### config.mk
export PLATFORM = sky130hd
export DESIGN_NAME = taillight_input_cond_flat
export DESIGN_NICKNAME = d
export VERILOG_FILES = /design/src/rtl/taillight_pkg.sv /design/src/rtl/taillight_input_cond_if.sv /design/src/rtl/switch_debounce.sv /design/src/rtl/taillight_input_cond.sv /design/src/flat_wrapper.sv
export SDC_FILE = /design/constraint.sdc
export NUM_CORES = 1
export LEC_CHECK = 0
export CAP_MARGIN = 15
export CORE_MARGIN = 1.5
export CORE_UTILIZATION = 40
export DETAILED_ROUTE_END_ITERATION = 12
export SETUP_SLACK_MARGIN = 0.15
export SLEW_MARGIN = 20
export SYNTH_ARGS = -nofsm -noshare
export SYNTH_HDL_FRONTEND = slang
export SYNTH_SLANG_ARGS = --single-unit
### constraint.sdc
create_clock -name clk -period 1.85 [get_ports clk]
set_clock_uncertainty 0.05 [all_clocks]
set_input_delay 0.37 -clock clk [delete_from_list [all_inputs] [get_ports clk]]
set_output_delay 0.37 -clock clk [all_outputs]
set_load 0.005 [all_outputs]
### src/rtl/taillight_pkg.sv
// rtl/taillight_pkg.sv - shared switch indices and constants for the tail-light input conditioner
package taillight_pkg;

  typedef enum logic [1:0] {IN_LEFT, IN_RIGHT, IN_BRAKE, IN_HAZARD} in_idx_t;

  localparam int NUM_SW = 4;

  // Switches whose activation restarts the pattern sequence; brake only lights, it never re-phases.
  localparam logic [NUM_SW-1:0] RESTART_MASK = (NUM_SW'(1) << IN_LEFT)
                                             | (NUM_SW'(1) << IN_RIGHT)
                                             | (NUM_SW'(1) << IN_HAZARD);

endpackage

### src/rtl/taillight_input_cond_if.sv
// rtl/taillight_input_cond_if.sv - raw switch inputs and conditioned outputs of the input conditioner
interface taillight_input_cond_if;

  logic left_raw;
  logic right_raw;
  logic brake_raw;
  logic hazard_raw;
  logic left;
  logic right;
  logic brake;
  logic hazard;
  logic step;
  logic dimclk;

  // Switch/stimulus side: drives the raw switches, consumes the clean signals.
  modport master (
    output left_raw, right_raw, brake_raw, hazard_raw,
    input  left, right, brake, hazard, step, dimclk
  );

  // Conditioner side.
  modport slave (
    input  left_raw, right_raw, brake_raw, hazard_raw,
    output left, right, brake, hazard, step, dimclk
  );

endinterface

### src/rtl/switch_debounce.sv
// rtl/switch_debounce.sv - two-flop synchronizer plus stable-count debouncer for one switch
module switch_debounce #(
  parameter int DEB_CYCLES = 16
) (
  input  logic clk,
  input  logic rst,
  input  logic raw,
  output logic q
);

  localparam int CW = (DEB_CYCLES > 1) ? $clog2(DEB_CYCLES) : 1;
  localparam logic [CW-1:0] CNT_MAX = CW'(DEB_CYCLES - 1);

  logic          s1;
  logic          s;
  logic [CW-1:0] cnt;

  // Bring the asynchronous switch into the clk domain.
  always_ff @(posedge clk or negedge rst) begin
    if (!rst) begin
      s1 <= 1'b0;
      s  <= 1'b0;
    end else begin
      s1 <= raw;
      s  <= s1;
    end
  end

  // Accept a new level only after it has differed from q for DEB_CYCLES consecutive cycles.
  always_ff @(posedge clk or negedge rst) begin
    if (!rst) begin
      q   <= 1'b0;
      cnt <= '0;
    end else if (s == q) begin
      cnt <= '0;
    end else if (cnt == CNT_MAX) begin
      q   <= s;
      cnt <= '0;
    end else begin
      cnt <= cnt + 1'b1;
    end
  end

endmodule

### src/rtl/taillight_input_cond.sv
// rtl/taillight_input_cond.sv - debounced switches, pattern step pulse and dimmer PWM for the tail-light FSM
module taillight_input_cond
  import taillight_pkg::*;
#(
  parameter int DEB_CYCLES = 16,
  parameter int STEP_DIV   = 32,
  parameter int DIM_PERIOD = 8,
  parameter int DIM_DUTY   = 2
) (
  input  logic                   clk,
  input  logic                   rst,
  taillight_input_cond_if.slave  sw
);

  localparam int SW_W = (STEP_DIV > 1) ? $clog2(STEP_DIV) : 1;
  localparam int PW_W = (DIM_PERIOD > 1) ? $clog2(DIM_PERIOD) : 1;
  localparam logic [SW_W-1:0] SCNT_MAX = SW_W'(STEP_DIV - 1);
  localparam logic [PW_W-1:0] PCNT_MAX = PW_W'(DIM_PERIOD - 1);

  logic [NUM_SW-1:0] raw;
  logic [NUM_SW-1:0] q;
  logic [NUM_SW-1:0] q_d;
  logic              restart;
  logic [SW_W-1:0]   scnt;
  logic [SW_W-1:0]   scnt_next;
  logic              step_r;
  logic [PW_W-1:0]   pcnt;
  logic [PW_W-1:0]   pcnt_next;
  logic              dim_r;

  assign raw[IN_LEFT]   = sw.left_raw;
  assign raw[IN_RIGHT]  = sw.right_raw;
  assign raw[IN_BRAKE]  = sw.brake_raw;
  assign raw[IN_HAZARD] = sw.hazard_raw;

  for (genvar i = 0; i < NUM_SW; i++) begin : g_deb
    switch_debounce #(.DEB_CYCLES(DEB_CYCLES)) u_deb (
      .clk (clk),
      .rst (rst),
      .raw (raw[i]),
      .q   (q[i])
    );
  end

  assign sw.left   = q[IN_LEFT];
  assign sw.right  = q[IN_RIGHT];
  assign sw.brake  = q[IN_BRAKE];
  assign sw.hazard = q[IN_HAZARD];
  assign sw.step   = step_r;
  assign sw.dimclk = dim_r;

  // Any number of simultaneous activations collapse into one restart.
  assign restart   = |(q & ~q_d & RESTART_MASK);
  assign scnt_next = (scnt == SCNT_MAX) ? '0 : scnt + 1'b1;
  assign pcnt_next = (pcnt == PCNT_MAX) ? '0 : pcnt + 1'b1;

  // Step divider; a fresh turn/hazard activation re-phases it so the first step is a full period away.
  always_ff @(posedge clk or negedge rst) begin
    if (!rst) begin
      q_d    <= '0;
      scnt   <= '0;
      step_r <= 1'b0;
    end else begin
      q_d <= q;
      if (restart) begin
        scnt   <= '0;
        step_r <= 1'b0;
      end else begin
        scnt   <= scnt_next;
        step_r <= (scnt_next == SCNT_MAX);
      end
    end
  end

  // Free-running dimmer PWM; compared as int so DIM_DUTY == DIM_PERIOD yields a constant high.
  always_ff @(posedge clk or negedge rst) begin
    if (!rst) begin
      pcnt  <= '0;
      dim_r <= 1'b0;
    end else begin
      pcnt  <= pcnt_next;
      dim_r <= (int'(pcnt_next) < DIM_DUTY);
    end
  end

endmodule

### src/flat_wrapper.sv
// flat-port wrapper written by rule: the top's interface ports become plain ports
module taillight_input_cond_flat import taillight_pkg::*;
#(
  parameter int DEB_CYCLES = 16,
  parameter int STEP_DIV   = 32,
  parameter int DIM_PERIOD = 8,
  parameter int DIM_DUTY   = 2
)
  (clk, rst, sw_left_raw, sw_right_raw, sw_brake_raw, sw_hazard_raw, sw_left, sw_right, sw_brake, sw_hazard, sw_step, sw_dimclk);
  taillight_input_cond_if sw_i ();
  input  logic clk;
  input  logic rst;
  input wire logic [$bits(sw_i.left_raw)-1:0] sw_left_raw;
  input wire logic [$bits(sw_i.right_raw)-1:0] sw_right_raw;
  input wire logic [$bits(sw_i.brake_raw)-1:0] sw_brake_raw;
  input wire logic [$bits(sw_i.hazard_raw)-1:0] sw_hazard_raw;
  output wire logic [$bits(sw_i.left)-1:0] sw_left;
  output wire logic [$bits(sw_i.right)-1:0] sw_right;
  output wire logic [$bits(sw_i.brake)-1:0] sw_brake;
  output wire logic [$bits(sw_i.hazard)-1:0] sw_hazard;
  output wire logic [$bits(sw_i.step)-1:0] sw_step;
  output wire logic [$bits(sw_i.dimclk)-1:0] sw_dimclk;
  assign sw_i.left_raw = sw_left_raw;
  assign sw_i.right_raw = sw_right_raw;
  assign sw_i.brake_raw = sw_brake_raw;
  assign sw_i.hazard_raw = sw_hazard_raw;
  assign sw_left = sw_i.left;
  assign sw_right = sw_i.right;
  assign sw_brake = sw_i.brake;
  assign sw_hazard = sw_i.hazard;
  assign sw_step = sw_i.step;
  assign sw_dimclk = sw_i.dimclk;
  taillight_input_cond #(.DEB_CYCLES(DEB_CYCLES), .STEP_DIV(STEP_DIV), .DIM_PERIOD(DIM_PERIOD), .DIM_DUTY(DIM_DUTY)) u_core (.clk(clk), .rst(rst), .sw(sw_i));
endmodule
==> results.cfg <==
[outcome]
outcome = complete, no violations

[pwr]
leakage_nw = 0.864
power_density_nw_per_um2 = 981
worst_ir_drop_vdd_v = 0.000486

[logic_synthesis]
yosys_register_bits = 41
synth-simple-area-share = 0.128
synth_xor_area_frac = 0.0495
synth_fa_ha_area_frac = 0.0707
synth.area.mux_share = 0.0346
ys_types = 20
synth_top_cell_area_share = 0.644
synth-compound-area-share = 0.0542
netlist_instances = 119
yosys.area.top_type = dfrtp_1
yosysSeqAreaShare = 0.644
yosys_warnings = 0
syn_avg_cell_area_um2 = 13.4
synthTopCellsByArea = dfrtp_1, ha_1, xnor2_1, mux2_2, a21oi_1
syn_nets = 134
synth_top_family_by_area = simple AND/OR/NAND/NOR gates
synth_area_um2 = 1590

[critical_path]
max_stage_delay_ns = 0.52
path_max_fanout = 5
cp_slowest_cell = clkdlybuf4s50_1
worst-path-buf-inv = 1
path_cells = clkdlybuf4s50_1
rr_startpoint = u_core.scnt[1]
crit_required_ns = 1.43
startpoint_type = flop
crit_start = u_core.g_deb[1].u_deb.q
end_kind = output pin
path_class = reg2out
rr_worst_depth = 5
reg2reg_to = u_core.sw.step
crit_family = buffers and inverters
rrSetupSlack_ns = 0.28
worstPathArrival_ns = 1.22

[finish]
n_antenna_cell = 0
design_area_um2 = 1920
drive_above_1_share = 0.155
area_growth_pct = 20.4
final_common_cell = dfrtp_1
nets = 157
fin_util = 0.512
layout_common_cells = dfrtp_1, nor2_1, clkdlybuf4s50_1

[routing]
drt-total-wl_um = 2340
drtPass1Iterations = 4
num_vias = 929
vias_per_cell = 4.89
ant_nets = 0
routedWlPerCell_um = 12.3
drt_iter0_drc = 34
drc = 0

[cts]
clk_pin_slew_ns = 0.07
clockRootBuffer = clkbuf_8
clockBufferDepth = 2
clock-sinks = 41
clkLatencyLatePin_ns = 0.29
cts_buffers = 5
cts_tree = yes
htree_levels = 2

[sta]
slew_viol_final = 0
tightest_slew_ns = 0.487
tns_ns = 0
hold_violations = 0
period_share = 0.885
slew_headroom = 0.676
fin_crit_ns = 1.64
fmax_mhz = 611
hold_ws_ns = 0.307
rsz0062_at_grt = true
setup_viol = 0

[placement]
gp_congestion = 0.710
hpwl_um = 1650
dpl_cell_area_um2 = 1780
port_buffers = 11

[worst_hold_path]
min-delay-start = u_core.g_deb[1].u_deb.s1
holdPathEnd = u_core.g_deb[1].u_deb.s
min_path_type = reg2reg
hold_path_depth = 0

[floorplan]
design.core.area_um2 = 3740
floorplan.initialDensity = 0.425
dieWidth_um = 66.1
die_h_um = 66.1
num_rows = 22
ioPinCount = 12
dieArea_um2 = 4370

[global_routing]
grt_usage = 0.133
antenna_found_initial = 0
grt_pass1_wl_um = 4270
gr-total-overflow = 0
grt_pass1_vias = 995
grt_max_degree = 23

[flow_run]
drv_cap = 0
-- synth_stat cells --
master	count
nor4_2	1
o221ai_4	1
nor2_1	10
nor3_1	2
nand3b_1	1
mux2i_1	1
nor2b_1	5
inv_2	1
nand3_1	5
nor3b_1	4
and3_1	1
a21oi_1	8
xnor2_1	9
nand4b_1	4
mux2_2	4
nand2b_2	1
inv_1	7
o21ai_0	4
dfrtp_1	41
ha_1	9
-- registers in the layout (all words and copies together) (netlist names) --
signal                  cells
u_core.pcnt                 3
u_core.g_deb.u_deb.cnt     16
u_core.sw.step              1
u_core.scnt                 5
u_core.q_d                  3
u_core.g_deb.u_deb.s1       4
u_core.g_deb.u_deb.q        4
u_core.g_deb.u_deb.s        4
u_core.sw.dimclk            1
-- how the worst max path moves through the flow --
stage | end | slack (ns) | depth (start not counted)
after floorplan | u_core.sw.step | 0.29 | 6
after global placement | u_core.sw.step | 0.25 | 6
after detailed placement | u_core.sw.step | 0.19 | 6
after CTS | sw_right | 0.15 | 1
after global routing | u_core.sw.step | 0.10 | 5
final | sw_right | 0.21 | 1
-- per-layer routing --
layer,global-route usage,vias to the layer above,share of wire
met3,0.0716,4,0.059
met2,0.210,23,0.47
met1,0.153,455,0.45
met4,0.0485,0,0.015
met5,0,-,0
li1,-,447,-
-- cells by family after synthesis --
logic type               Yosys count
multiplexers                       5
buffers and inverters              8
flip-flops                        41
XOR/XNOR                           9
adder cells (fa/ha/maj)            9
AND/OR/NAND/NOR                   34
AO/OA/AOI/OAI                     13
-- layout make-up --
cell class	instances	area, um^2
clock buffers	5	68.8
multi-input cells	70	539
flip-flops and latches	41	1030
fillers	336	1830
inverters	8	30.0
repair buffers	16	158
well taps	48	60.1
clock inverters	2	35.0
-- report_power, final --
group | switching (mW) | leakage (nW) | internal, mW
Clock | 0.285 | 0.0540 | 0.392
Combinational | 0.0940 | 0.287 | 0.0923
Sequential | 0.0520 | 0.523 | 0.966
-- stage by stage --
stage,worst slack [ns],power (mW),cells
floorplan,0.291,1.15,119
global route,0.101,1.98,190
finish,0.212,1.88,190
detailed placement,0.189,1.22,179
CTS,0.154,1.90,188
global placement,0.252,1.21,179
-- what timing repair did --
action	CTS	global route
hold endpoints to repair	8	0
hold buffers	1	0
setup buffers	1	2
endpoints found under the setup margin	1	3
gates resized for setup	0	2
pin swaps	0	1
No activity file was read; power rests on OpenSTA's default activity.
